`config.mk`:
```
export PLATFORM = sky130hd
export DESIGN_NAME = psum_collector
export DESIGN_NICKNAME = d
export VERILOG_FILES = /design/src/rtl/psum_collector.sv
export SDC_FILE = /design/constraint.sdc
export NUM_CORES = 1
export LEC_CHECK = 0
export BUFFER_PORTS_ARGS = -buffer_cell sky130_fd_sc_hd__buf_2
export CAP_MARGIN = 20
export CELL_PAD_IN_SITES_DETAIL_PLACEMENT = 0
export CELL_PAD_IN_SITES_GLOBAL_PLACEMENT = 2
export CORE_MARGIN = 3
export CORE_UTILIZATION = 38
export DETAILED_ROUTE_END_ITERATION = 16
export PLACE_DENSITY_LB_ADDON = 0.08
export SLEW_MARGIN = 25
export SYNTH_ARGS = -nofsm -noshare
export SYNTH_HDL_FRONTEND = slang
export SYNTH_SLANG_ARGS = --single-unit
```
`constraint.sdc`:
```
create_clock -name clk -period 3.1 [get_ports clk]
set_clock_uncertainty 0.05 [all_clocks]
set_input_delay 0.465 -clock clk [delete_from_list [all_inputs] [get_ports clk]]
set_output_delay 0.465 -clock clk [all_outputs]
set_load 0.05 [all_outputs]
```
`src/rtl/psum_collector.sv`:
```
// Collects NUM_PASSES psum beats from the PE array columns, sums each lane with
// saturation, and presents the result until the consumer accepts it.
module psum_collector #(
    parameter int unsigned PE_WIDTH   = 4,
    parameter int unsigned NUM_COLS   = 3,
    parameter int unsigned ACC_WIDTH  = 6,
    parameter int unsigned NUM_PASSES = 5
) (
    input  logic                                 clk,
    input  logic                                 rst,
    input  logic                                 start,
    input  logic [PE_WIDTH*NUM_COLS-1:0]         psum_in_flat,
    input  logic                                 psum_valid,
    input  logic                                 out_ready,
    output logic [ACC_WIDTH*NUM_COLS-1:0]        out_data_flat,
    output logic                                 out_valid,
    output logic                                 busy,
    output logic [$clog2(NUM_PASSES+1)-1:0]      pass_cnt,
    output logic                                 sat_flag,
    output logic                                 err_drop
);

    localparam int unsigned CNT_W  = $clog2(NUM_PASSES + 1);
    localparam int unsigned DATA_W = ACC_WIDTH * NUM_COLS;
    localparam int unsigned SUM_W  = ACC_WIDTH + 1;

    typedef enum logic [1:0] {
        IDLE  = 2'd0,
        ACCUM = 2'd1,
        DRAIN = 2'd2
    } state_e;

    state_e              state_q, state_d;
    logic [DATA_W-1:0]   acc_q, acc_d;
    logic [DATA_W-1:0]   out_data_q, out_data_d;
    logic [CNT_W-1:0]    cnt_q, cnt_d;
    logic                out_valid_q, out_valid_d;
    logic                busy_q, busy_d;
    logic                sat_q, sat_d;
    logic                err_q, err_d;

    logic [DATA_W-1:0]   acc_sum;
    logic [NUM_COLS-1:0] lane_sat;
    logic [SUM_W-1:0]    lane_raw;
    logic                last_beat;

    // Per-lane add with one carry bit; the carry marks a lane that must clamp.
    always_comb begin
        acc_sum  = '0;
        lane_sat = '0;
        lane_raw = '0;
        for (int c = 0; c < NUM_COLS; c++) begin
            lane_raw = SUM_W'(acc_q[c*ACC_WIDTH +: ACC_WIDTH])
                     + SUM_W'(psum_in_flat[c*PE_WIDTH +: PE_WIDTH]);
            if (lane_raw[ACC_WIDTH]) begin
                acc_sum[c*ACC_WIDTH +: ACC_WIDTH] = '1;
                lane_sat[c]                        = 1'b1;
            end else begin
                acc_sum[c*ACC_WIDTH +: ACC_WIDTH] = lane_raw[ACC_WIDTH-1:0];
            end
        end
    end

    assign last_beat = (cnt_q == CNT_W'(NUM_PASSES - 1));

    // Next-state and output decode.
    always_comb begin
        state_d     = state_q;
        acc_d       = acc_q;
        out_data_d  = out_data_q;
        cnt_d       = cnt_q;
        out_valid_d = out_valid_q;
        sat_d       = sat_q;
        err_d       = err_q;

        case (state_q)
            IDLE: begin
                if (psum_valid) begin
                    err_d = 1'b1;
                end
                // A beat arriving together with start is dropped but still flagged.
                if (start) begin
                    state_d = ACCUM;
                    acc_d   = '0;
                    cnt_d   = '0;
                    sat_d   = 1'b0;
                    err_d   = psum_valid;
                end
            end

            ACCUM: begin
                if (psum_valid) begin
                    acc_d = acc_sum;
                    cnt_d = cnt_q + CNT_W'(1);
                    if (|lane_sat) begin
                        sat_d = 1'b1;
                    end
                    if (last_beat) begin
                        state_d     = DRAIN;
                        out_valid_d = 1'b1;
                        out_data_d  = acc_sum;
                    end
                end
            end

            DRAIN: begin
                if (psum_valid) begin
                    err_d = 1'b1;
                end
                if (out_ready) begin
                    state_d     = IDLE;
                    out_valid_d = 1'b0;
                    out_data_d  = '0;
                end
            end

            default: begin
                state_d     = IDLE;
                out_valid_d = 1'b0;
                out_data_d  = '0;
            end
        endcase

        busy_d = (state_d != IDLE);
    end

    always_ff @(posedge clk or negedge rst) begin
        if (!rst) begin
            state_q     <= IDLE;
            acc_q       <= '0;
            out_data_q  <= '0;
            cnt_q       <= '0;
            out_valid_q <= 1'b0;
            busy_q      <= 1'b0;
            sat_q       <= 1'b0;
            err_q       <= 1'b0;
        end else begin
            state_q     <= state_d;
            acc_q       <= acc_d;
            out_data_q  <= out_data_d;
            cnt_q       <= cnt_d;
            out_valid_q <= out_valid_d;
            busy_q      <= busy_d;
            sat_q       <= sat_d;
            err_q       <= err_d;
        end
    end

    assign out_data_flat = out_data_q;
    assign out_valid     = out_valid_q;
    assign busy          = busy_q;
    assign pass_cnt      = cnt_q;
    assign sat_flag      = sat_q;
    assign err_drop      = err_q;

endmodule

```
After elaboration in Yosys (flattened, before gate mapping)
Index checks and enable logic that the tools add are counted.
{"block": "word_totals", "mem_bits_ro": 0, "inputBits": 17, "register_bits": 45, "elab_cells": 61, "mem_bits_rw": 0, "latchBits": 0, "mem_count": 0}
{"block": "op_classes", "n_div": 0, "n_mux": 32, "shift": 0, "multipliers": 0, "n_reduce_logical": 8, "n_eq_ne": 8, "bitwise_logic": 1, "magnitude_cmp": 0, "n_addsub": 4}
{"operator": "18-bit 2-to-1 mux", "n": 5}
{"operator": "18-bit one-hot mux with 3 select lines", "n": 1}
{"operator": "18-bit one-hot mux with 2 select lines", "n": 1}
{"operator": "6-bit by 4-bit adder with 7-bit output", "n": 3}
{"operator": "6-bit 2-to-1 mux", "n": 3}
{"operator": "1-bit 2-to-1 mux", "n": 11}
{"operator": "2-bit != test, second input constant", "n": 5}
{"operator": "2-bit 2-to-1 mux", "n": 4}
{"operator": "4-bit AND reduction", "n": 2}
{"operator": "3-bit 2-to-1 mux", "n": 2}
{"operator": "2-bit one-hot mux with 3 select lines", "n": 1}
{"operator": "3-bit one-hot mux with 2 select lines", "n": 1}
{"operator": "2-bit nonzero test", "n": 3}
{"operator": "1-bit one-hot mux with 2 select lines", "n": 2}
{"operator": "3-bit by 1-bit adder with 3-bit output, second input constant", "n": 1}
{"operator": "3-bit equality test, second input constant", "n": 1}
{"operator": "1-bit one-hot mux with 3 select lines", "n": 1}
{"operator": "3-bit AND reduction", "n": 1}
{"operator": "3-bit OR reduction", "n": 1}
{"operator": "2-bit by 1-bit equality test with 1-bit output, second input constant", "n": 1}
{"operator": "2-bit equality test, second input constant", "n": 1}
{"operator": "2-bit zero test", "n": 1}
{"operator": "1-bit NOT", "n": 1}

Longest topological paths before layout
Gate-level depths: netlist (run 1).
{"block": "depth", "word_depth": 6, "depth_mapped": 7, "depth_no_buf": 7}

Worst setup path after synthesis (run 1)
OpenSTA, ideal clock, no wires.
{"block": "synth_timing", "path_type": "input-to-reg", "from": "input port psum_in_flat[8]", "to": "register acc_q[16]", "arrival_time_ns": 1.917, "n_path_buf": 0, "path_slack_ns": 1.009, "setup_ns": 0.125, "required_ns": 2.925, "path_stages": 6, "path_cell_list": "ha_1 fa_1 a21o_1 a211o_1 o211a_1 mux2_2"}
{"block": "synth_between", "elab_chain_len": 4}
{"item": "from (decl)", "line": "12", "text": "input logic [PE_WIDTH*NUM_COLS-1:0] psum_in_flat,"}
{"item": "6-bit by 4-bit adder with 7-bit output", "line": "54", "text": "+ SUM_W'(psum_in_flat[c*PE_WIDTH +: PE_WIDTH]);"}
{"item": "6-bit 2-to-1 mux", "line": "55", "text": "if (lane_raw[ACC_WIDTH]) begin"}
{"item": "18-bit 2-to-1 mux", "line": "92", "text": "if (psum_valid) begin"}
{"item": "18-bit one-hot mux with 2 select lines", "line": "76", "text": "case (state_q)"}
{"item": "to (signal assigned)", "line": "130", "text": "acc_q <= '0;"}
{"item": "to (signal assigned)", "line": "139", "text": "acc_q <= acc_d;"}
{"item": "to (decl)", "line": "34", "text": "logic [DATA_W-1:0] acc_q, acc_d;"}
Every way passes these cells. The select of a mux whose other input is x is not followed.
A chain may end at the register's enable or synchronous reset.

Worst setup path in the final report (run 1)
{"block": "layout_timing", "from": "register acc_q[12]", "to": "register acc_q[16]"}
{"block": "layout_between", "elab_chain_len": 4}
{"item": "6-bit by 4-bit adder with 7-bit output", "line": "54"}
{"item": "6-bit 2-to-1 mux", "line": "55"}
{"item": "18-bit 2-to-1 mux", "line": "92"}
{"item": "18-bit one-hot mux with 2 select lines", "line": "76"}
Every way passes these cells. The select of a mux whose other input is x is not followed.

==> impl_results.md, run 1 <==
- Hold slack: 0.0438 ns
- Crit Path Max Fanout: 4
- CP arrival: 2.21 ns
- Root Buffer: clkbuf_8
- Die height: 88.3 um
- PortBufs: 41
- Fin Setup TNS: 0 ns
- Non-filler instance count after layout: 373
- Drt wl/cell: 16.7 um
- Unrepaired setup endpoints after global routing: no
- Post-layout util: 45.4%
- Iter 0 DRT Violations: 111
- Die X-Extent: 88.3 um
- Routability congestion estimate: 0.792
- # nets final: 330
- Commonest non-fill, non-tap cell in the layout: dfrtp_1
- Final setup fails: 0
- Fraction of registers with async set/reset: 100%
- Fin crit period: 2.07 ns
- Class of the worst hold path: in2async
- Met3 Use GR: 3.35%
- Initial Util: 39.8%
- Fin. max-slew vios: 0
- Pwr Density: 1240 nW/um^2
- DP HPWL: 4530 um
- Mapped Cells: 251
- Critical path required time: 3.24 ns
- Post CTS Setup Buffer Count: 0
- Syn Nets: 285
- Commonest register cell after synthesis: dfrtp_1
- Met2 Track Usage GR: 28.7%
- EDFF count, synth: 0
- Boundary pin count: 42
- Final hold violation count: 0
- First-pass GRT wire length: 10400 um
- Most frequent cells in the layout: dfrtp_1, buf_2, nand2_1, o21ai_0, ha_1
- Post-cts repair resize count: 0
- CTS sink cnt: 45
- Unique cell type count in the Yosys netlist: 51
- Initial antenna violation count: 0
- Skew-Pair Late Insertion Delay: 0.29 ns
- Fill cells: 662
- CP endpoint kind: register
- GRT busiest layer: met2
- #FFs+latches synth: 45
- Ratio of cells with drive above 1 in the final layout: 24.7%
- Critical Path Start Type: register
- YS warnings: 0
- CTS Hold Buffers Added: 0
- Relative slew slack: 60.3%
- Largest net degree at the start of global routing: 30
- Antenna violation net count after detailed routing: 0
- Core Area: 6460 um^2
- ANT cells: 0
- Status: finished clean
- Rows: 29
- Clk slew on worst S/H paths: 0.09 ns
- Final WL: 6210 um
- Period Utilization, post-route: 66.8%
- Vias per cell: 5.37
- GR Util All Layers: 17.5%
- Max-cap check violation count: 0
- Num CTS Buffers: 5
- Register area share after synthesis: 43.8%
- H-tree Lvls: 2
- Via count: 2004
- CTS tree: done
- Vias in the first global route: 2024
- Deepest clock path buffer count: 2
- Critical setup path kind: reg2reg
- Peak supply drop: 0.662 mV
- Slew @ Worst Pin: 0.596 ns
- Die Area: 7800 um^2
- Met1 usage: 24.5%
- DRC viols: 0
- Total grt overflow: 0
- Cell count after placement: 366
- DR pass1 iterations: 4
- Leak: 1.42 nW
- Avg Cell Area, Syn: 10.3 um^2
- Fmax: 483 MHz
- R2r worst-path depth: 6
- Synthesis-to-finish area growth: 13.9%
- Cell area after synthesis: 2570 um^2
[metal layers]
| layer | wire, um | share of wire [%] | up-vias |
|---|---|---|---|
| met5 | 0 | 0 | - |
| met4 | 57 | 0.92 | 0 |
| met3 | 220 | 3.5 | 7 |
| met2 | 2910 | 47 | 31 |
| met1 | 3030 | 49 | 961 |
| li1 | - | - | 1005 |
[power by group]
| part | total (mW) | switching [mW] | internal, mW |
|---|---|---|---|
| logic | 2.17 | 1.42 | 0.751 |
| clock network | 0.372 | 0.195 | 0.177 |
| registers | 1.08 | 0.211 | 0.869 |
[critical path, cell delays in order (launching register included)]
cell,delay [ns]
dfrtp_1,0.40
ha_1,0.21
fa_1,0.44
a21o_1,0.20
a211o_1,0.28
o211a_1,0.13
mux2_2,0.26
[final timing paths]
path	startpoint	slack [ns]	end
setup reg to reg	acc_q[12]$_DFFE_PN0P_	1.03	acc_q[16]$_DFFE_PN0P_
min in group clk	psum_valid	0.42	err_drop$_DFFE_PN0P_
hold / removal	rst	0.04	out_data_flat[2]$_DFFE_PN0P_
hold reg to reg	out_valid$_DFFE_PN0P_	0.42	out_valid$_DFFE_PN0P_
setup / recovery	acc_q[12]$_DFFE_PN0P_	1.03	acc_q[16]$_DFFE_PN0P_
max in group asynchronous	rst	2.23	out_data_flat[6]$_DFFE_PN0P_
[registers in the layout, indices dropped and copies added, names as in the netlist]
signal / count
acc_q: 18
out_data_flat: 18
err_drop: 1
out_valid: 1
pass_cnt: 3
state_q: 2
sat_flag: 1
busy: 1
[cells by family after synthesis]
logic type,after synthesis,share of synthesized area [%]
adder cells (fa/ha/maj),17,9.14
AO/OA/AOI/OAI,88,23.8
multiplexers,10,4.38
flip-flops,45,43.8
buffers and inverters,18,3.69
XOR/XNOR,4,1.36
AND/OR/NAND/NOR,69,13.9
[synth_stat cells (all sizes together) (2+ instances only)]
cell,n,share of area (%)
dfrtp,45,44
o21ai,32,6.7
nand2,28,4.2
ha,14,6.8
nor2,14,2.1
a21oi,13,3.0
inv,13,1.9
mux2,10,4.4
nand2b,7,2.0
o21a,7,2.0
a21o,5,1.5
a31oi,5,1.2
buf,5,1.8
nor2b,5,1.5
a211o,4,1.4
o211ai,4,1.2
o31ai,4,1.7
a211oi,3,1.4
fa,3,2.3
xor2,3,1.0
a22o,2,0.68
a32o,2,0.78
nand3,2,0.39
nand4,2,0.49
o211a,2,0.78
o311ai,2,0.68
or2,2,0.49
or3b,2,0.78
[stage by stage]
step / power, mW / setup WS, ns / area [um^2]
floorplan: 2.78 / 1.01 / 2570
global placement: 3.28 / 0.852 / 2840
detailed placement: 3.29 / 0.832 / 2840
CTS: 3.67 / 1.02 / 2930
global route: 3.96 / 0.882 / 2930
finish: 3.63 / 1.03 / 2930
[final cells by class]
type / instances / area (um^2) / area share (%)
inverters: 13 / 48.8 / 1.67
well taps: 77 / 96.3 / 3.29
multi-input cells: 188 / 1350 / 46.2
flip-flops and latches: 45 / 1130 / 38.4
repair buffers: 43 / 220 / 7.51
clock buffers: 7 / 86.3 / 2.95
Note: power is estimated with default switching activity, not from simulation.
==> inputs of run 2 (changes only) <==
CORE_UTILIZATION = 36   (was 38)
clock period = 2.07 ns   (was 3.1 ns; I/O delays follow)
==> impl_results.md, run 2 (synthesized netlist as in run 1, its figures left out) <==
- Iter 0 DRT Violations: 50
- Most frequent cells in the layout: dfrtp_1, buf_2, nand2_1
- Failing checks: negative hold slack
- PortBufs: 41
- DR pass1 iterations: 4
- Worst stage delay on the critical path: 0.40 ns
- Fmax: 501 MHz
- CTS Hold Buffers Added: 0
- Met1 usage: 22.3%
- Skew-Pair Late Insertion Delay: 0.30 ns
- Critical Path Start Type: register
- Core Area: 6870 um^2
- CTS sink cnt: 45
- Vias per cell: 5.05
- Initial Util: 37.5%
- Clock network power share: 12.4%
- Clk slew on worst S/H paths: 0.09 ns
- Final hold violation count: 23
- Largest net degree at the start of global routing: 30
- CP arrival: 2.13 ns
- Crit Path Max Fanout: 4
- Deepest clock path buffer count: 2
- Overall Power: 5.72 mW
- Net Switching: 2.80 mW
- CTS tree: done
- Slew @ Worst Pin: 0.672 ns
- Critical path required time: 2.20 ns
- Comb power frac: 59.5%
- Die Area: 8200 um^2
- H-tree Lvls: 2
- Max-cap check violation count: 0
- Leak: 1.50 nW
- Via count: 2044
- Peak supply drop: 0.766 mV
- First-pass GRT wire length: 10800 um
- Ratio of cells with drive above 1 in the final layout: 28.8%
- Met3 Use GR: 3.08%
- Relative slew slack: 55.2%
- Commonest non-fill, non-tap cell in the layout: dfrtp_1
- Final setup fails: 0
- Die X-Extent: 90.6 um
- DRC viols: 0
- Antenna violation net count after detailed routing: 0
- Pwr Density: 1850 nW/um^2
- Area of the multi-input gates: 1360 um^2
- Fin Setup TNS: 0 ns
- Cell count after placement: 396
- Synthesis-to-finish area growth: 20.0%
- Critical setup path kind: reg2reg
- Int Pwr: 2.92 mW
- Hold slack: -0.0142 ns
- Class of the worst hold path: in2async
- GR Util All Layers: 16.4%
- Period Utilization, post-route: 96.5%
- ANT cells: 0
- CP endpoint kind: register
- DP Worst Slack: -0.0173 ns
- Fill cells: 693
- # nets final: 342
- Met2 Track Usage GR: 27.3%
- DP HPWL: 4830 um
- Worst path slowest cell: dfrtp_1
- Flop pwr share: 28.1%
- Final WL: 6430 um
- Non-filler instance count after layout: 405
- Sequential cell area: 1130 um^2
- Fin. max-slew vios: 0
- Fin crit period: 2.00 ns
- Critical path cell sequence: ha_1, fa_2, a21o_1, a211o_1, o211a_1, mux2_2
- Unrepaired setup endpoints after global routing: no
- Rows: 30
- Initial antenna violation count: 0
- Drt wl/cell: 15.9 um
- Status: complete, but fails checks
- Num CTS Buffers: 5
- Routability congestion estimate: 0.791
- GRT busiest layer: met2
- Final worst setup slack: 0.0727 ns
- Boundary pin count: 42
- Net Sw Frac: 49.0%
- Die height: 90.6 um
- Total grt overflow: 0
- Root Buffer: clkbuf_8
- Vias in the first global route: 2085
## run 2: cell types whose count changed in the layout (fill, tap and decap cells not counted), sizes merged
cell / before / now
bufinv: 0 / 1
buf: 43 / 55
clkinvlp: 0 / 1
clkbuf: 7 / 6
## run 2: path summary, 6_finish.rpt
kind                                       startpoint                           end  slack [ns]  depth (start not counted)
worst max-delay path            acc_q[12]$_DFFE_PN0P_         acc_q[16]$_DFFE_PN0P_        0.07                          6
worst min-delay path                              rst         out_valid$_DFFE_PN0P_       -0.01                          1
worst max register to register  acc_q[12]$_DFFE_PN0P_         acc_q[16]$_DFFE_PN0P_        0.07                          6
worst min register to register  out_valid$_DFFE_PN0P_         out_valid$_DFFE_PN0P_        0.43                          2
max in group asynchronous                         rst  out_data_flat[2]$_DFFE_PN0P_        1.38                          2
min in group clk                           psum_valid          err_drop$_DFFE_PN0P_        0.26                          2
## run 2: power by group through the flow
stage	sequential, mW	clock [mW]	combinational, mW
2_1_floorplan	2.30	0	1.87
3_3_place_gp	1.62	0	3.40
3_5_place_dp	1.63	0	3.42
4_1_cts	1.61	0.732	3.42
5_1_grt	1.68	0.769	3.76
6_report	1.61	0.710	3.40
## run 2: area by class of cell
class,instances,area share [%]
inverters,13,1.58
clock inverters,2,1.22
clock buffers,6,2.67
repair buffers,55,10.0
multi-input cells,188,44.1
flip-flops and latches,45,36.5
well taps,96,3.89
## run 2: worst max-delay path: cells and delay by family (launching register included)
family | cells | cell delay [ns]
AOI/OAI and AO/OA | 3 | 0.59
muxes | 1 | 0.25
adders and majority gates | 2 | 0.59
DFF | 1 | 0.40
## run 2: through the flow
step | instance area [um^2] | utilization, %
4_1_cts | 3070 | 44.7
5_1_grt | 3090 | 45.0
2_1_floorplan | 2570 | -
3_5_place_dp | 2950 | 43.0
6_report | 3090 | 45.0
3_3_place_gp | 2950 | 43.0
## run 2: what timing repair did
item / CTS / global route
gates resized for setup: 0 / 4
endpoints found under the setup margin: 0 / 10
buffers inserted: 0 / 1
## run 2: layer usage
metal,vias up,part of all wire (%),routed length (um)
li1,1027,-,-
met1,985,48,3090
met2,28,49,3150
met3,4,2.6,165
met4,0,0.42,27
met5,-,0,0
==> inputs of run 3 (changes only) <==
GPL_TIMING_DRIVEN = 0   (was unset)
==> impl_results.md, run 3 (synthesized netlist as in run 1, its figures left out) <==
- Unrepaired setup endpoints after global routing: yes
- Die height: 90.6 um
- Vias in the first global route: 1880
- Bufs and invs on worst path: 0
- DP HPWL: 4490 um
- Net Switching: 2.79 mW
- Flop pwr share: 27.5%
- Comb power frac: 60.2%
- DRC viols: 0
- Boundary pin count: 42
- Root Buffer: clkbuf_8
- Via count: 2009
- Core Area: 6870 um^2
- ANT cells: 0
- RR Startpoint: acc_q[12]$_DFFE_PN0P_
- Hold slack: 0.252 ns
- Final worst setup slack: 0.0156 ns
- Fin. max-slew vios: 0
- Largest net degree at the start of global routing: 46
- Rows: 30
- Max-cap check violation count: 0
- Critical setup path kind: reg2reg
- DP Area: 2900 um^2
- Slew @ Worst Pin: 0.593 ns
- Min-delay src: psum_valid
- Pwr Density: 1850 nW/um^2
- Period Utilization, post-route: 99.2%
- CTS tree: done
- Class of the worst hold path: in2reg
- Drt wl/cell: 15.7 um
- Fmax: 487 MHz
- Cell count after placement: 388
- GR Util All Layers: 15.9%
- CTS sink cnt: 45
- Clock network power share: 12.3%
- Critical path cell sequence: ha_4, fa_2, a21o_1, a211o_1, o211a_1, mux2_2
- CP endpoint kind: register
- Int Pwr: 2.92 mW
- Design area: 3090 um^2
- Clk slew on worst S/H paths: 0.09 ns
- Critical path required time: 2.20 ns
- Critical Path Start Type: register
- CP arrival: 2.19 ns
- Skew-Pair Late Insertion Delay: 0.30 ns
- Final setup fails: 0
- Worst setup path startpoint: acc_q[12]$_DFFE_PN0P_
- Fin crit period: 2.05 ns
- Antenna violation net count after detailed routing: 0
- Final hold violation count: 0
- Initial antenna violation count: 0
- Non-filler instance count after layout: 401
- Peak supply drop: 0.763 mV
- Fill cells: 708
- Die X-Extent: 90.6 um
- DR pass1 iterations: 4
- # nets final: 338
- Final WL: 6300 um
- Total grt overflow: 0
- Crit Path Max Fanout: 4
- H-tree Lvls: 2
- Commonest non-fill, non-tap cell in the layout: dfrtp_1
- Iter 0 DRT Violations: 71
- Worst path slowest cell: dfrtp_1
- Ratio of cells with drive above 1 in the final layout: 28.2%
- Most frequent cells in the layout: dfrtp_1, buf_2, nand2_1
- Initial Util: 37.5%
- First-pass GRT wire length: 10200 um
- PortBufs: 41
- R2R setup slack: 0.02 ns
- Deepest clock path buffer count: 2
- Net Sw Frac: 48.8%
- Die Area: 8200 um^2
- Status: finished clean
- Leak: 1.49 nW
- Routability congestion estimate: 0.726
- Fin Setup TNS: 0 ns
- Worst stage delay on the critical path: 0.42 ns
- Largest delay contributor family on the critical path: compound AO/OA/AOI/OAI gates
- Vias per cell: 5.01
- Num CTS Buffers: 5
- Relative slew slack: 60.5%
- DP Worst Slack: -0.0851 ns
- Synthesis-to-finish area growth: 20.1%
[run 3: path summary, 6_finish.rpt]
| check | end | cells past startpoint |
|---|---|---|
| min in group asynchronous | pass_cnt[2]$_DFFE_PN0P_ | 2 |
| max in group asynchronous | sat_flag$_DFFE_PN0P_ | 2 |
| min | err_drop$_DFFE_PN0P_ | 2 |
| max reg2reg | acc_q[16]$_DFFE_PN0P_ | 6 |
| max | acc_q[16]$_DFFE_PN0P_ | 6 |
| min reg2reg | out_valid$_DFFE_PN0P_ | 2 |
[run 3: final cells by class]
class | count | area, um^2 | share of cell area (%)
buffer | 5 | 46.3 | 1.50
clock buffer | 7 | 86.3 | 2.79
clock inverter | 1 | 30.0 | 0.971
inverter | 13 | 48.8 | 1.58
multi-input combinational | 188 | 1390 | 44.8
sequential | 45 | 1130 | 36.4
tap | 96 | 120 | 3.89
timing repair buffer | 46 | 248 | 8.01
[run 3: power by group through the flow]
stage / registers, mW / clock network (mW) / logic [mW]
detailed placement: 1.59 / 0 / 3.40
global route: 1.64 / 0.778 / 3.77
floorplan: 2.30 / 0 / 1.87
CTS: 1.58 / 0.726 / 3.42
finish: 1.57 / 0.703 / 3.44
global placement: 1.59 / 0 / 3.38
[run 3: repair_timing]
| action | CTS | global route |
|---|---|---|
| endpoints found under the setup margin | 5 | 16 |
| hold buffers | 1 | 0 |
| hold endpoints to repair | 36 | 0 |
| gates cloned | 0 | 0 |
| pin swaps | 1 | 5 |
| resized for setup | 1 | 7 |
| buffers inserted | 2 | 2 |
[run 3: stage by stage]
stage	power (mW)	utilization [%]
after floorplan	4.17	-
after global placement	4.97	42.2
after detailed placement	4.99	42.2
after CTS	5.72	44.3
after global routing	6.19	45.0
final	5.71	45.0
[run 3: layer usage]
layer	global-route usage, %	part of all wire, %
met1	22.6	50
met5	0	0
met4	3.83	0.81
met3	3.67	3.1
met2	24.6	46
[run 3: worst reg2reg max path: cells and delay by family (launching register included)]
kind | cells | cell delay [ns]
fa+ha+maj | 2 | 0.60
compound gates | 3 | 0.61
flops | 1 | 0.42
mux | 1 | 0.26
